==> config.mk <==
export PLATFORM = sky130hd
export DESIGN_NAME = bias_ctrl
export DESIGN_NICKNAME = d
export VERILOG_FILES = /design/src/rtl/tpu_pkg.sv /design/src/rtl/bias_bank.sv /design/src/rtl/bias_ctrl.sv
export SDC_FILE = /design/constraint.sdc
export NUM_CORES = 1
export LEC_CHECK = 0
export CAP_MARGIN = 20
export CORE_ASPECT_RATIO = 1.1
export CORE_UTILIZATION = 25
export CTS_CLUSTER_DIAMETER = 60
export DETAILED_ROUTE_END_ITERATION = 16
export PLACE_DENSITY = 0.52
export REMOVE_ABC_BUFFERS = 1
export SETUP_SLACK_MARGIN = 0.05
export SLEW_MARGIN = 20
export SYNTH_ARGS = -nofsm -noshare
export SYNTH_HDL_FRONTEND = slang
export SYNTH_SLANG_ARGS = --single-unit
==> constraint.sdc <==
create_clock -name clk -period 3.6 [get_ports clk]
set_clock_uncertainty 0.2 [all_clocks]
set_input_delay 1.08 -clock clk [delete_from_list [all_inputs] [get_ports clk]]
set_output_delay 1.08 -clock clk [all_outputs]
set_load 0.02 [all_outputs]
==> src/rtl/tpu_pkg.sv <==
// Shared types for the systolic-array datapath: Q8.8 word, bias sequencer states.
package tpu_pkg;

  localparam int BIAS_W = 16;

  typedef logic signed [BIAS_W-1:0] fxp16_t;

  typedef enum logic [1:0] {
    ST_IDLE,
    ST_LOAD,
    ST_RUN
  } bias_state_e;

endpackage

==> src/rtl/bias_bank.sv <==
// NUM_COLS x 16 bias register file: one indexed write port, flat parallel read, bulk load.
// An indexed write wins over a bulk load for the same column in the same cycle.
module bias_bank
  import tpu_pkg::*;
#(
  parameter int NUM_COLS = 2,
  parameter int IDX_W    = 2
) (
  input  logic                       clk,
  input  logic                       rst,
  input  logic                       wr_en_i,
  input  logic [IDX_W-1:0]           wr_idx_i,
  input  fxp16_t                     wr_data_i,
  input  logic                       bulk_en_i,
  input  logic [NUM_COLS*BIAS_W-1:0] bulk_data_i,
  output logic [NUM_COLS*BIAS_W-1:0] rd_data_o
);

  logic [NUM_COLS*BIAS_W-1:0] bank_q;

  always_ff @(posedge clk) begin
    if (rst) begin
      bank_q <= '0;
    end else begin
      for (int c = 0; c < NUM_COLS; c++) begin
        if (wr_en_i && (wr_idx_i == IDX_W'(c))) begin
          bank_q[c*BIAS_W +: BIAS_W] <= wr_data_i;
        end else if (bulk_en_i) begin
          bank_q[c*BIAS_W +: BIAS_W] <= bulk_data_i[c*BIAS_W +: BIAS_W];
        end
      end
    end
  end

  assign rd_data_o = bank_q;

endmodule

==> src/rtl/bias_ctrl.sv <==
// Bias sequencer: loads one layer's bias vector, holds it for the columns, counts rows out.
// Define BIAS_CTRL_DBUF_EN to add a shadow bank so the next layer loads while this one runs.
module bias_ctrl
  import tpu_pkg::*;
#(
  parameter int NUM_COLS = 2,
  parameter int ROW_W    = 16
) (
  input  logic                       clk,
  input  logic                       rst,
  input  logic                       cfg_start,
  input  logic [ROW_W-1:0]           cfg_num_rows,
  input  logic                       ld_valid_in,
  input  logic [BIAS_W-1:0]          ld_data_in,
  output logic                       ld_ready_out,
  input  logic [NUM_COLS-1:0]        col_valid_in,
  output logic [NUM_COLS*BIAS_W-1:0] bias_temp_bias_out,
  output logic                       busy_out,
  output logic                       done_out,
  output logic                       err_out
);

  localparam int IDX_W = $clog2(NUM_COLS + 1);
  localparam logic [IDX_W-1:0] LAST_IDX = IDX_W'(NUM_COLS - 1);

  bias_state_e      state_q, state_d;
  logic [ROW_W-1:0] numRows_q, numRows_d;
  logic [ROW_W-1:0] rowCnt_q, rowCnt_d, rowInc;
  logic [IDX_W-1:0] idx_q, idx_d;
  logic             done_q, done_d;
  logic             err_q, err_d;
  logic             ldHs, actWrEn;

`ifdef BIAS_CTRL_DBUF_EN
  localparam logic [IDX_W-1:0] FULL_IDX = IDX_W'(NUM_COLS);
  logic                       pend_q, pend_d;
  logic [ROW_W-1:0]           pendRows_q, pendRows_d;
  logic                       shWrEn, copyEn;
  logic [NUM_COLS*BIAS_W-1:0] shadowFlat;

  // In RUN idx_q counts words already staged in the shadow bank.
  assign ld_ready_out = (state_q == ST_LOAD) || ((state_q == ST_RUN) && (idx_q != FULL_IDX));
`else
  assign ld_ready_out = (state_q == ST_LOAD);
`endif

  assign ldHs     = ld_valid_in && ld_ready_out;
  assign rowInc   = rowCnt_q + ROW_W'(1);
  assign busy_out = (state_q != ST_IDLE);
  assign done_out = done_q;
  assign err_out  = err_q;

  always_comb begin
    state_d   = state_q;
    numRows_d = numRows_q;
    rowCnt_d  = rowCnt_q;
    idx_d     = idx_q;
    done_d    = 1'b0;
    err_d     = err_q;
    actWrEn   = 1'b0;
`ifdef BIAS_CTRL_DBUF_EN
    pend_d     = pend_q;
    pendRows_d = pendRows_q;
    shWrEn     = 1'b0;
    copyEn     = 1'b0;
`endif

    if ((state_q != ST_RUN) && (col_valid_in != '0)) err_d = 1'b1;

    if (cfg_start && (state_q != ST_IDLE)) begin
`ifdef BIAS_CTRL_DBUF_EN
      if (pend_q) begin
        err_d = 1'b1;
      end else begin
        pend_d     = 1'b1;
        pendRows_d = cfg_num_rows;
      end
`else
      err_d = 1'b1;
`endif
    end

    case (state_q)
      ST_IDLE: begin
        if (cfg_start) begin
          numRows_d = cfg_num_rows;
          rowCnt_d  = '0;
          idx_d     = '0;
          state_d   = ST_LOAD;
        end
      end

      ST_LOAD: begin
        if (ldHs) begin
          actWrEn = 1'b1;
          idx_d   = idx_q + IDX_W'(1);
`ifdef BIAS_CTRL_DBUF_EN
          shWrEn = 1'b1;
`endif
          if (idx_q == LAST_IDX) begin
            idx_d = '0;
`ifdef BIAS_CTRL_DBUF_EN
            copyEn = 1'b1;
`endif
            if (numRows_q == '0) begin
              done_d  = 1'b1;
              state_d = ST_IDLE;
`ifdef BIAS_CTRL_DBUF_EN
              if (pend_d) begin
                numRows_d = pendRows_d;
                pend_d    = 1'b0;
                state_d   = ST_LOAD;
              end
`endif
            end else begin
              state_d = ST_RUN;
            end
          end
        end
      end

      ST_RUN: begin
`ifdef BIAS_CTRL_DBUF_EN
        if (ldHs) begin
          shWrEn = 1'b1;
          idx_d  = idx_q + IDX_W'(1);
        end
`endif
        if (col_valid_in[NUM_COLS-1]) begin
          rowCnt_d = rowInc;
          if (rowInc == numRows_q) begin
            done_d   = 1'b1;
            rowCnt_d = '0;
            state_d  = ST_IDLE;
`ifdef BIAS_CTRL_DBUF_EN
            // A word landing this cycle reaches the active bank through the indexed port.
            if (pend_d) begin
              numRows_d = pendRows_d;
              pend_d    = 1'b0;
              if (idx_d == FULL_IDX) begin
                copyEn  = 1'b1;
                actWrEn = ldHs;
                idx_d   = '0;
                state_d = (pendRows_d == '0) ? ST_IDLE : ST_RUN;
              end else begin
                state_d = ST_LOAD;
              end
            end
`endif
          end
        end
      end

      default: state_d = ST_IDLE;
    endcase
  end

  always_ff @(posedge clk) begin
    if (rst) begin
      state_q   <= ST_IDLE;
      numRows_q <= '0;
      rowCnt_q  <= '0;
      idx_q     <= '0;
      done_q    <= 1'b0;
      err_q     <= 1'b0;
    end else begin
      state_q   <= state_d;
      numRows_q <= numRows_d;
      rowCnt_q  <= rowCnt_d;
      idx_q     <= idx_d;
      done_q    <= done_d;
      err_q     <= err_d;
    end
  end

`ifdef BIAS_CTRL_DBUF_EN
  always_ff @(posedge clk) begin
    if (rst) begin
      pend_q     <= 1'b0;
      pendRows_q <= '0;
    end else begin
      pend_q     <= pend_d;
      pendRows_q <= pendRows_d;
    end
  end

  bias_bank #(.NUM_COLS(NUM_COLS), .IDX_W(IDX_W)) uShadow (
    .clk         (clk),
    .rst         (rst),
    .wr_en_i     (shWrEn),
    .wr_idx_i    (idx_q),
    .wr_data_i   (ld_data_in),
    .bulk_en_i   (1'b0),
    .bulk_data_i ('0),
    .rd_data_o   (shadowFlat)
  );

  bias_bank #(.NUM_COLS(NUM_COLS), .IDX_W(IDX_W)) uActive (
    .clk         (clk),
    .rst         (rst),
    .wr_en_i     (actWrEn),
    .wr_idx_i    (idx_q),
    .wr_data_i   (ld_data_in),
    .bulk_en_i   (copyEn),
    .bulk_data_i (shadowFlat),
    .rd_data_o   (bias_temp_bias_out)
  );
`else
  bias_bank #(.NUM_COLS(NUM_COLS), .IDX_W(IDX_W)) uActive (
    .clk         (clk),
    .rst         (rst),
    .wr_en_i     (actWrEn),
    .wr_idx_i    (idx_q),
    .wr_data_i   (ld_data_in),
    .bulk_en_i   (1'b0),
    .bulk_data_i ('0),
    .rd_data_o   (bias_temp_bias_out)
  );
`endif

endmodule

==> summary by stage <==
Drt
Summed over all layers, the routed wires come to around 9600 um. The detailed router's first-iteration violation count is between 100 and 150. For this run, design rule violations remaining after detail routing come to 0. Detailed routing inserted a total of 3229 vias. The count of nets left with antenna violations once routing finished came out at 0. The average wire per cell in the routed design is approximately 14 um. The detail-routed via count per cell is about 4.7. The number of detailed-routing iterations run before antenna repair is 5.

Final layout
The net total in the final layout is roughly 540. The area growth from synthesis to layout is 34.3%. The fraction of final layout cells sized beyond drive strength 1 is 0.0863.

The share of the core filled with cells is 0.343. 0 antenna diodes ended up in the layout.

Clock network
After clock tree synthesis, the clock-pin slew on the worst setup and hold paths is ~60 ps. Counting along the longest clock path gives a buffer depth of 2. CTS placed an instance of clkbuf_16 at the clock tree root. The number of H-tree branching levels is 3. The CTS tree is done. Post-CTS timing repair inserted 0 buffers for setup.

The number of clock sinks is 70. The number of gates resized after CTS is 0. The clock latency reported for the late side of the worst-skew pair is between 300 and 400 ps. The quantity of hold-fixing buffers added after cts is 0. Clock tree synthesis inserted a total of 9 buffers.

Timing
The worst slew slack as a fraction of its limit is 0.389. Setup total negative slack on the finished layout was measured at 0 ps. The final max-slew violation count is 0.

The maximum operating frequency is roughly 0.30 GHz. Counting I/O delays and the setup requirement, the final critical path takes 3290 ps. The worst-margin pin slew is slightly above 900 ps. The number of hold-slack violations in the final timing report was 0. In the finished design, the share of the clock period the worst path needs comes to 0.913.

Setup repair after global routing left no endpoint under its margin. Setup violations remaining at the end of the flow were counted as 0.

Yosys
The number of unique standard cell types used by synthesis is 60. The top-area cell type share of the netlist area is 0.400. The share of flip-flops with an asynchronous set or reset is 0. For this run, the number of Yosys warnings is 0. The number of instances in the synthesized netlist is 432.

In the post-synthesis netlist, the biggest area contributors are dfxtp_1 (40%), nand2_1 (13%), a21oi_1 (9.3%). The share of the Yosys chip area taken by registers is 0.400. The post-synthesis instance area is approximately 3500 um2. Yosys mapped a number of flops with a built-in enable equal to 0.

The top flip-flop cell by instance count after synthesis is dfxtp_1. The cell type with the highest aggregate area in the netlist is dfxtp_1. The synthesized design contains 70 register bits.

Averaged over all synthesized cells, the footprint is 8.12 um2.

Worst setup path
The reg-to-reg endpoint is rowCnt_q[3]$_SDFFE_PP0P_. The data required time of the worst path is 3620 ps. In this run the worst setup path begins at rowCnt_q[1]$_SDFFE_PP0P_. For the worst flop-to-flop path, the logic depth is 10. In this run the worst path has a maximum fanout of 15. The worst setup path is of the reg2reg kind.

The endpoint of the worst setup timing path is rowCnt_q[3]$_SDFFE_PP0P_. The sort of element at the end of the critical path is a flip-flop. The worst path arrival time is 3310 ps. The worst register-to-register path has a setup slack of ~310 ps. The startpoint of the worst-slack reg-to-reg timing path is rowCnt_q[1]$_SDFFE_PP0P_. STA classifies the critical path startpoint as a flip-flop.

Placement
The congestion estimate from routability-driven global placement came to between 0.8 and 0.9. The count of buffers added on input and output ports is between 70 and 80. The half-perimeter wire length after placement is about 6900 um.

Global routing
The remaining global-route overflow is 0. The global-route wire length before repair is approximately 16000 um. The number of antenna violations at the first check in global routing was 0.

The maximum number of pins on one net before global-route repair is 49. The aggregate global-route resource usage is 0.142. The via count of the first global-routing pass is roughly 3300.

Pwr
The maximum resistive drop on vdd is 0.249 mV. The total power density per cell area is approximately 550 nW/um2. In this run the static leakage power is ~1.7 nW.

Floorplanning
The placement row count is 45. For this design the top-level I/O count stands at 74. The die span in y is 126 um. The die is between 100 and 150 um wide. The area enclosed by the die boundary is roughly 15000 um2.

The placeable core region is around 14000 um2. For this configuration, the core starts out at a cell density of 0.255.

Job
The number of maximum-capacitance constraint violations is 0.

Outcome
The flow ran to the end, and the final reports show no timing, DRC or antenna violations.

Min path
The path type of the worst min-delay path is reg2reg.
==> layer usage <==
layer	routed length (um)	track usage	up-vias	part of all wire
li1	-	-	1610	-
met1	4070	0.157	1510	0.43
met2	4460	0.232	92	0.47
met3	829	0.0630	17	0.087
met4	211	0.0665	0	0.022
met5	0	0	-	0
==> final cells by class <==
| cell class | count | area, um2 |
|---|---|---|
| Inverter | 7 | 26.3 |
| Clock buffer | 12 | 256 |
| Sequential cell | 70 | 1400 |
| Multi-Input combinational cell | 323 | 1920 |
| Clock inverter | 3 | 67.6 |
| Tap cell | 188 | 235 |
| Fill cell | 1465 | 9030 |
| Timing Repair Buffer | 83 | 801 |
==> flip-flops by register name, indices dropped and copies added, names as in the netlist <==
name,count
done_out,1
numRows_q,16
idx_q,2
rowCnt_q,16
err_out,1
uActive.rd_data_o,32
state_q,2
==> power by group <==
| group | total (W) | internal (W) | leakage (nW) | switching, W |
|---|---|---|---|---|
| clock | 0.000966 | 0.000640 | 0.155 | 0.000326 |
| sequential | 0.000908 | 0.000846 | 0.568 | 0.0000626 |
| combinational | 0.000726 | 0.000306 | 0.941 | 0.000419 |
==> worst min path at each step <==
stage,start,endpoint,slack (ps),depth (start not counted)
global placement,uActive.rd_data_o[20]$_SDFFE_PP0P_,uActive.rd_data_o[20]$_SDFFE_PP0P_,240,2
finish,uActive.rd_data_o[28]$_SDFFE_PP0P_,uActive.rd_data_o[28]$_SDFFE_PP0P_,250,2
CTS,uActive.rd_data_o[28]$_SDFFE_PP0P_,uActive.rd_data_o[28]$_SDFFE_PP0P_,260,2
floorplan,numRows_q[13]$_SDFFE_PP0P_,numRows_q[13]$_SDFFE_PP0P_,250,2
global route,uActive.rd_data_o[7]$_SDFFE_PP0P_,uActive.rd_data_o[7]$_SDFFE_PP0P_,270,2
detailed placement,uActive.rd_data_o[8]$_SDFFE_PP0P_,uActive.rd_data_o[8]$_SDFFE_PP0P_,250,2
==> per-stage QoR <==
step	hold slack, ps	area (um2)	setup WS [ps]	std cells	power [W]
after floorplan	254	3350	668	400	0.00136
after global placement	240	4380	241	671	0.00165
after detailed placement	248	4380	176	671	0.00166
after CTS	255	4710	287	686	0.00264
after global routing	274	4710	56.0	686	0.00274
final	253	4710	313	686	0.00260
==> cells in the mapped netlist (all sizes together) (8+ instances only) <==
cell type and n:
mux2i 12, nor4 8, xnor2 13, nor2 11, xor2 9, buf 13, a21oi 65, clkbuf 19
nand3 13, nand2 118, dfxtp 70
==> worst max-delay path, cell delays in order (launching register included) <==
cell	delay [ps]
dfxtp_1	480
ha_1	350
and3_1	390
o211ai_1	150
a221o_1	300
a2111oi_2	300
o2111a_2	320
a211oi_4	140
buf_4	210
a21o_1	150
a22o_1	170
==> placed cells by master (no fill, tap or decap), drive strengths merged, types with 2 or more instances in the layout <==
cell type | synthesis | routed
nand2 | 118 | 118
clkdlybuf4s50 | 0 | 72
dfxtp | 70 | 70
a21oi | 65 | 65
xnor2 | 13 | 13
nand3 | 13 | 13
mux2i | 12 | 12
clkbuf | 19 | 12
nor2 | 11 | 11
buf | 13 | 11
xor2 | 9 | 9
nor4 | 8 | 8
inv | 7 | 7
and3 | 7 | 7
nand4 | 7 | 7
o21ai | 6 | 6
nand2b | 4 | 4
ha | 4 | 4
nor3 | 4 | 4
a221o | 3 | 3
a22o | 3 | 3
nor3b | 3 | 3
o211ai | 3 | 3
and3b | 2 | 2
nand3b | 2 | 2
or3 | 2 | 2
or2 | 2 | 2
a22oi | 2 | 2
bufinv | 0 | 2
and4 | 2 | 2
a2111oi | 2 | 2
==> cells by family (layout without fill, tap and decap cells) <==
family          Yosys count  count (layout)  share of synthesized area
simple gates            189             189                      0.261
compound gates           94              94                      0.173
flops                    70              70                      0.400
buf+inv                  39             105                     0.0528
xor+xnor                 23              23                     0.0617
mux                      13              13                     0.0375
fa+ha+maj                 4               4                     0.0143
Power figures use the tool's default switching activity.
